==> src/rtl/dmem_arbiter.sv <==
// dmem_arbiter
// Shares the single-ported data memory between the pipeline MEM stage (CPU)
// and the host/DMA loader. The CPU wins by default. A saturating wait counter
// force-grants the DMA port after STARVE_LIMIT denied cycles so DMA always
// makes progress. Load data is captured one edge after the grant and returned
// with a one-cycle rvalid pulse to whichever requester owned the access.

module dmem_arbiter #(
    parameter int WIDTH        = 32,
    parameter int ADDR_WIDTH   = 32,
    parameter int STARVE_LIMIT = 4
) (
    input  logic                  clk,
    input  logic                  rst,
    // CPU (MEM stage) requester
    input  logic                  cpu_req,
    input  logic                  cpu_we,
    input  logic [ADDR_WIDTH-1:0] cpu_addr,
    input  logic [WIDTH-1:0]      cpu_wdata,
    output logic                  cpu_gnt,
    output logic                  cpu_stall,
    output logic                  cpu_rvalid,
    output logic [WIDTH-1:0]      cpu_rdata,
    // DMA / host loader requester
    input  logic                  dma_req,
    input  logic                  dma_we,
    input  logic [ADDR_WIDTH-1:0] dma_addr,
    input  logic [WIDTH-1:0]      dma_wdata,
    output logic                  dma_gnt,
    output logic                  dma_rvalid,
    output logic [WIDTH-1:0]      dma_rdata,
    // Data memory port
    output logic                  mem_we,
    output logic [ADDR_WIDTH-1:0] mem_addr,
    output logic [WIDTH-1:0]      mem_wd,
    input  logic [WIDTH-1:0]      mem_rd
);

    // Starvation threshold expressed in the counter's own width.
    localparam logic [3:0] LIMIT_C = 4'(STARVE_LIMIT);

    // Read-return tracking: which requester (if any) gets data this cycle.
    typedef enum logic [1:0] {
        ST_IDLE   = 2'b00,
        ST_RD_CPU = 2'b01,
        ST_RD_DMA = 2'b10
    } rd_state_e;

    rd_state_e             state_r;
    rd_state_e             state_nxt_s;
    logic [3:0]            wait_cnt_r;
    logic [3:0]            wait_cnt_nxt_s;
    logic                  force_s;
    logic                  cpu_gnt_s;
    logic                  dma_gnt_s;
    logic                  cpu_stall_s;
    logic                  mem_we_s;
    logic [ADDR_WIDTH-1:0] mem_addr_s;
    logic [WIDTH-1:0]      mem_wd_s;
    logic                  cpu_rvalid_s;
    logic                  dma_rvalid_s;
    logic [WIDTH-1:0]      cpu_rdata_r;
    logic [WIDTH-1:0]      dma_rdata_r;

    // Grant decision: CPU priority unless the DMA has waited STARVE_LIMIT cycles.
    always_comb begin
        force_s     = 1'b0;
        dma_gnt_s   = 1'b0;
        cpu_gnt_s   = 1'b0;
        cpu_stall_s = 1'b0;
        if (dma_req && (wait_cnt_r == LIMIT_C)) begin
            force_s = 1'b1;
        end else begin
            force_s = 1'b0;
        end
        dma_gnt_s   = dma_req & (~cpu_req | force_s);
        cpu_gnt_s   = cpu_req & ~dma_gnt_s;
        cpu_stall_s = cpu_req & ~cpu_gnt_s;
    end

    // Memory port mux: the granted requester drives the memory; idle drives zeros.
    // Write enable is gated by reset so nothing is written while rst is low.
    always_comb begin
        mem_we_s   = 1'b0;
        mem_addr_s = {ADDR_WIDTH{1'b0}};
        mem_wd_s   = {WIDTH{1'b0}};
        case ({cpu_gnt_s, dma_gnt_s})
            2'b10: begin
                mem_we_s   = cpu_we & rst;
                mem_addr_s = cpu_addr;
                mem_wd_s   = cpu_wdata;
            end
            2'b01: begin
                mem_we_s   = dma_we & rst;
                mem_addr_s = dma_addr;
                mem_wd_s   = dma_wdata;
            end
            default: begin
                mem_we_s   = 1'b0;
                mem_addr_s = {ADDR_WIDTH{1'b0}};
                mem_wd_s   = {WIDTH{1'b0}};
            end
        endcase
    end

    // Wait counter next value: restart on grant or withdrawal, count denied cycles.
    always_comb begin
        wait_cnt_nxt_s = wait_cnt_r;
        if (dma_gnt_s || !dma_req) begin
            wait_cnt_nxt_s = 4'd0;
        end else if (wait_cnt_r >= LIMIT_C) begin
            wait_cnt_nxt_s = LIMIT_C;
        end else begin
            wait_cnt_nxt_s = wait_cnt_r + 4'd1;
        end
    end

    // Wait counter register.
    always_ff @(posedge clk or negedge rst) begin
        if (!rst) begin
            wait_cnt_r <= 4'd0;
        end else begin
            wait_cnt_r <= wait_cnt_nxt_s;
        end
    end

    // Read-return FSM state register.
    always_ff @(posedge clk or negedge rst) begin
        if (!rst) begin
            state_r <= ST_IDLE;
        end else begin
            state_r <= state_nxt_s;
        end
    end

    // Read-return FSM next state: a granted load schedules a return next cycle.
    always_comb begin
        state_nxt_s = ST_IDLE;
        if (cpu_gnt_s && !cpu_we) begin
            state_nxt_s = ST_RD_CPU;
        end else if (dma_gnt_s && !dma_we) begin
            state_nxt_s = ST_RD_DMA;
        end else begin
            state_nxt_s = ST_IDLE;
        end
    end

    // Read-return FSM outputs: rvalid is decoded straight from the state register.
    always_comb begin
        cpu_rvalid_s = 1'b0;
        dma_rvalid_s = 1'b0;
        case (state_r)
            ST_RD_CPU: begin
                cpu_rvalid_s = 1'b1;
                dma_rvalid_s = 1'b0;
            end
            ST_RD_DMA: begin
                cpu_rvalid_s = 1'b0;
                dma_rvalid_s = 1'b1;
            end
            default: begin
                cpu_rvalid_s = 1'b0;
                dma_rvalid_s = 1'b0;
            end
        endcase
    end

    // CPU load data capture: sample memory on the edge that enters RD_CPU, else hold.
    always_ff @(posedge clk or negedge rst) begin
        if (!rst) begin
            cpu_rdata_r <= {WIDTH{1'b0}};
        end else if (state_nxt_s == ST_RD_CPU) begin
            cpu_rdata_r <= mem_rd;
        end else begin
            cpu_rdata_r <= cpu_rdata_r;
        end
    end

    // DMA read data capture: sample memory on the edge that enters RD_DMA, else hold.
    always_ff @(posedge clk or negedge rst) begin
        if (!rst) begin
            dma_rdata_r <= {WIDTH{1'b0}};
        end else if (state_nxt_s == ST_RD_DMA) begin
            dma_rdata_r <= mem_rd;
        end else begin
            dma_rdata_r <= dma_rdata_r;
        end
    end

    assign cpu_gnt    = cpu_gnt_s;
    assign dma_gnt    = dma_gnt_s;
    assign cpu_stall  = cpu_stall_s;
    assign mem_we     = mem_we_s;
    assign mem_addr   = mem_addr_s;
    assign mem_wd     = mem_wd_s;
    assign cpu_rvalid = cpu_rvalid_s;
    assign dma_rvalid = dma_rvalid_s;
    assign cpu_rdata  = cpu_rdata_r;
    assign dma_rdata  = dma_rdata_r;

endmodule

==> config.mk <==
export PLATFORM = sky130hd
export DESIGN_NAME = dmem_arbiter
export DESIGN_NICKNAME = d
export VERILOG_FILES = /design/src/rtl/dmem_arbiter.sv
export SDC_FILE = /design/constraint.sdc
export NUM_CORES = 1
export LEC_CHECK = 0
export CAP_MARGIN = 30
export CORE_AREA = 2 2 117 119
export DETAILED_ROUTE_END_ITERATION = 10
export DIE_AREA = 0 0 119 121
export PLACE_DENSITY = 0.74
export SYNTH_ARGS = -nofsm -noshare
export SYNTH_HDL_FRONTEND = slang
export SYNTH_SLANG_ARGS = --single-unit
==> constraint.sdc <==
create_clock -name clk -period 1.9 [get_ports clk]
set_input_delay 0.285 -clock clk [delete_from_list [all_inputs] [get_ports clk]]
set_output_delay 0.285 -clock clk [all_outputs]
set_load 0.005 [all_outputs]
### Yosys cells after proc, flatten, opt, wreduce, memory -nomap -nowiden

Cells that the tools add are included.

* output and inout bits: 134
* logic and storage cells: 39
* input bits: 166
* register bits after elaboration: 70

* reductions and logical operators: 7
* add/subtract/negate cells: 1
* $lt $le $gt $ge: 1
* equality and inequality tests: 7
* multiplexer cells: 10
* bitwise operators: 9

Operators by type and width (count)
* case mux 32 bit (2 select lines): 2
* two-way mux 4 bit: 2
* equality test 2 x 1 -> 1 bit, second input constant: 3
* equality test 2 bit, second input constant: 3
* bitwise AND 1 bit: 5
* adder 4 x 1 -> 4 bit, second input constant: 1
* equality test 4 x 3 -> 1 bit, second input constant: 1
* >= comparator 4 x 3 -> 1 bit, second input constant: 1
* two-way mux 2 bit: 2
* logical AND 1 bit: 3
* logical NOT 1 bit: 3
* two-way mux 1 bit: 3
* NOT 1 bit: 3
* case mux 1 bit (2 select lines): 1
* logical OR 1 bit: 1
* bitwise OR 1 bit: 1

### Longest topological paths before layout

* word-level depth: 10
* gate-level depth with buffers: 7
* mapped depth without buffers: 5

### Least setup slack after synthesis

No wires, ideal clock.

* path type: register to register
* from: reg wait_cnt_r[0]
* to: reg dma_rdata_r[17], in the netlist dma_rdata[17]
* data required time: 1775 ps
* path buffers: 1
* period minus slack after synthesis: 1766 ps
* path slack: 134 ps
* arrival: 1641 ps
* cell stages (with the launch flop): 7
* setup time: 125 ps
* cells stage by stage: dfrtp_1 inv_1 ha_1 nand3b_1 a211oi_4 buf_6 mux2_2

* cells in the longest elaborated chain, start to end: 10
* elaborated cells between the ends (all ways): 12
* those cells by class: eq/ne (2); mux (3); bitwise (4); reduce/logical (3)

RTL lines
* from (decl): RTL line 51 `logic [3:0] wait_cnt_r;`
* from (signal assigned): RTL line 123 `wait_cnt_r <= wait_cnt_nxt_s;`
* equality test 4 x 3 -> 1 bit (*): RTL line 71 `if (dma_req && (wait_cnt_r == LIMIT_C)) begin`
* logical AND 1 bit (*): RTL line 71
* two-way mux 1 bit (*): RTL line 71
* bitwise OR 1 bit (*): RTL line 76 `dma_gnt_s = dma_req & (~cpu_req | force_s);`
* bitwise AND 1 bit (*): RTL line 76
* NOT 1 bit: RTL line 77 `cpu_gnt_s = cpu_req & ~dma_gnt_s;`
* bitwise AND 1 bit: RTL line 77
* logical AND 1 bit: RTL line 139 `if (cpu_gnt_s && !cpu_we) begin`
* two-way mux 2 bit (*): RTL line 139
* equality test 2 bit (*): RTL line 183 `end else if (state_nxt_s == ST_RD_DMA) begin`
* to (signal assigned): RTL line 182 `dma_rdata_r <= {WIDTH{1'b0}};`
* to (signal assigned): RTL line 184 `dma_rdata_r <= mem_rd;`
* to (signal assigned): RTL line 186 `dma_rdata_r <= dma_rdata_r;`
* to (decl): RTL line 63 `logic [WIDTH-1:0] dma_rdata_r;`

Every way passes the cells marked *; elsewhere a longest branch is shown, timed or not.
A chain may end at the register's enable or synchronous reset.

### Final worst setup path

* from: reg wait_cnt_r[0]
* to: out mem_addr[28]

* cells in the longest elaborated chain, start to end: 9
* elaborated cells between the ends (all ways): 10
* those cells by class: eq/ne (3); mux (2); bitwise (4); reduce/logical (1)

RTL lines
* equality test 4 x 3 -> 1 bit (*): RTL line 71
* logical AND 1 bit (*): RTL line 71
* two-way mux 1 bit (*): RTL line 71
* bitwise OR 1 bit (*): RTL line 76
* bitwise AND 1 bit (*): RTL line 76
* NOT 1 bit: RTL line 77
* bitwise AND 1 bit: RTL line 77
* equality test 2 x 1 -> 1 bit or equality test 2 bit (tied branches): RTL line 87 `case ({cpu_gnt_s, dma_gnt_s})`
* case mux 32 bit (2 select lines) (*): RTL line 87
* to (decl): RTL line 34 `output logic [ADDR_WIDTH-1:0] mem_addr,`

Marks and branches as above.

==> results.ini <==
[timing]
fin_crit_ns=2.22
slew_headroom_pct=45.0
drv_slew=0
worstMarginPinSlew_ns=0.825
setup_slack_ns=-0.315
hold_viol=0
max_freq_mhz=451
clock_skew_ns=0.00800
fin_crit_sh_pct=117
setup_viol=127
rsz0062_at_grt=true

[yosys]
yosysSeqAreaShare_pct=47.7
yosys.area.top_type_share_pct=47.7
syn_nets=551
yosysMostFrequentCell=dfrtp_1
synth.distinct_cells=25
syn_area_um2=3670
synthArstFlopShare_pct=100
synth_top_cell_by_area=dfrtp_1
synth_warnings=0
ys_top_cells_by_count=dfrtp_1 (70), nand2_1 (65), nand3_1 (64), o21ai_0 (64), mux2_2 (63)
synth_area_leaders=dfrtp_1 (48%), mux2_2 (19%), nand3_1 (8.7%)
syn_inst=383
synth_edf_count=0
ys_seq_elements=70
synth.avg_cell_area_um2=9.59
synth_flop_cell=dfrtp_1

[route]
vias_per_cell=4.99
drt_iter0_drc=247
first_pass_iters=4
dr_total_vias=4488
drc=0
finalWirelength_um=18100
post_drt_wl_per_cell_um=20.1
antenna_left=0

[global_route]
grtUsageTotal_pct=23.5
gr-total-overflow=0
grt_pass1_wl_um=26000
grt_pass1_vias=4610
grt_max_degree=67
antenna_found_initial=0

[clock_network]
cts_tree=done
numCtsBuffers=9
clkTransAtPathRegs_ns=0.06
cts.path.max_buffers=2
cts.sinks=70
cts-root-buf=clkbuf_16
clock_latency_ns=0.34
cts_htree_levels=3

[outcome]
violations=setup timing
status=finished, violations left

[power_and_ir_drop]
switchingPower_uw=1520
power_density_nw_per_um2=677
p_leak_uw=0.00354
seqPwrFrac_pct=34.4
comb_power_share_pct=36.0
ir_drop_uv=652
switching_share_pct=27.8
internal-power_uw=3930
power_frac_clock_pct=29.6

[setup_path]
critPathArrivalTime_ns=1.93
path_class=flop to primary output
r2r-end=dma_rdata[14]
reg2reg_depth=10
slowest_delay_ns=0.39
cp_slowest_cell=dfrtp_1
cp_num_buf_inv=4
r2r_setup_slack_ns=-0.19
startpoint=wait_cnt_r[0]
crit_cells=8
critPathCaptureType=primary output
reg2reg_from=wait_cnt_r[0]
worstPathCellList=inv_1 > ha_2 > nand4b_1 > and2_4 > buf_12 > buf_16 > o21ai_2 > buf_2
timing.critical_path.to=mem_addr[28]
path_max_fanout=5
crit_required_ns=1.62
start_kind=flop
path_delay_family=buffers and inverters

[cells_and_area]
n_fill_cell=1075
diodes=0
syn2layout_area_growth_pct=119
fin_util_pct=61.5
final_layout_size_suffix_gt1_share_pct=40.2
final_area_um2=8050
nets=887

[floorplanning]
die_area_um2=14400
start_util_pct=28.1
die_h_um=121
num_rows=42
die_w_um=119
core-area_um2=13100
io_pins=300

[hold_path]
hold_path.class=input port to async pin

[placement]
place_ws_ns=-0.421
detailed_place.area_um2=6990
dpl.hpwl_um=11700
port_buffers=299
gp_congestion=0.953

[flow_run]
cap_viol_max_count=0

power by group through the flow:
| stage | Combinational [µW] | Clock [µW] | Sequential (µW) |
|---|---|---|---|
| after floorplan | 446 | 0 | 1900 |
| after global placement | 1700 | 0 | 1880 |
| after detailed placement | 1730 | 0 | 1890 |
| after CTS | 1900 | 1640 | 1870 |
| after global routing | 2080 | 1710 | 1900 |
| final | 1960 | 1610 | 1880 |
registers in the layout (all words and copies together) (netlist names):
signal,count
dma_rdata,32
wait_cnt_r,4
cpu_rdata,32
state_r,2
metrics by stage:
step	TNS, ns	hold WS [ns]	std cells	power [µW]
after floorplan	0	-0.0106	383	2350
after global placement	-19.28	0.138	852	3580
after detailed placement	-23.56	0.133	852	3620
after CTS	-24.96	0.321	894	5420
after global routing	-31.33	0.339	900	5700
final	-21.63	0.327	900	5450
cell usage in the layout, fill, tap and decap left out, types with 2 or more instances in the layout:
cell type          n
inv_1              4
clkbuf_16         13
buf_2             57
buf_4             26
clkdlybuf4s15_2    8
buf_16             8
nand3b_1           2
dfrtp_1           70
nand2_1           65
buf_6             14
clkbuf_2           4
mux2_2            32
nand3_2           23
o21ai_2           50
nand3_1           41
mux2_4            32
inv_6              3
o21ai_1           12
clkdlybuf4s50_1  228
o21ai_4            2
nor2b_1            2
clkinv_4           2
buf_12             9
worst min path at each step:
stage	end	slack [ns]	depth (start not counted)
finish	wait_cnt_r[2]	0.33	2
global route	wait_cnt_r[2]	0.34	2
detailed placement	wait_cnt_r[2]	0.13	1
global placement	wait_cnt_r[1]	0.14	1
floorplan	cpu_rdata[0]	-0.01	0
CTS	wait_cnt_r[2]	0.32	2
layer usage:
metal	vias to the layer above	part of all wire, %	track usage [%]
met5	-	0	0
met4	0	3.9	11.3
met3	49	7.8	7.00
met2	235	50	40.6
met1	2191	38	26.4
li1	2013	-	-
final cells by class:
| type | instances | area, µm² | area share [%] |
|---|---|---|---|
| clock buffers | 9 | 225 | 2.80 |
| clock inverters | 7 | 67.6 | 0.839 |
| inverters | 4 | 15.0 | 0.186 |
| multi-input cells | 274 | 2220 | 27.5 |
| flip-flops and latches | 70 | 1750 | 21.8 |
| well taps | 176 | 220 | 2.74 |
| repair buffers | 360 | 3560 | 44.2 |
repair_timing:
action,CTS,global route
hold buffers,1,0
pin swaps,15,20
buffers inserted,13,10
endpoints found under the setup margin,100,133
gates cloned,12,4
endpoints found under the hold margin,4,0
gates resized for setup,421,53
cells by family (layout without fill, tap and decap cells):
kind of cell | count (synthesis) | in the layout | share of synthesized area [%]
flops | 70 | 70 | 47.7
buf+inv | 39 | 380 | 4.77
mux | 64 | 64 | 19.6
fa+ha+maj | 2 | 2 | 0.681
simple gates | 139 | 139 | 17.2
other cells | 1 | 1 | 0.102
compound gates | 68 | 68 | 9.95
worst register-to-register path: stages (launching register included):
cell,delay (ns)
dfrtp_1,0.39
inv_1,0.06
ha_2,0.17
buf_6,0.09
nand3b_1,0.11
buf_6,0.15
a211oi_4,0.25
buf_6,0.19
buf_12,0.13
buf_16,0.14
mux2_4,0.30
Note: power is estimated with default switching activity, not from simulation.
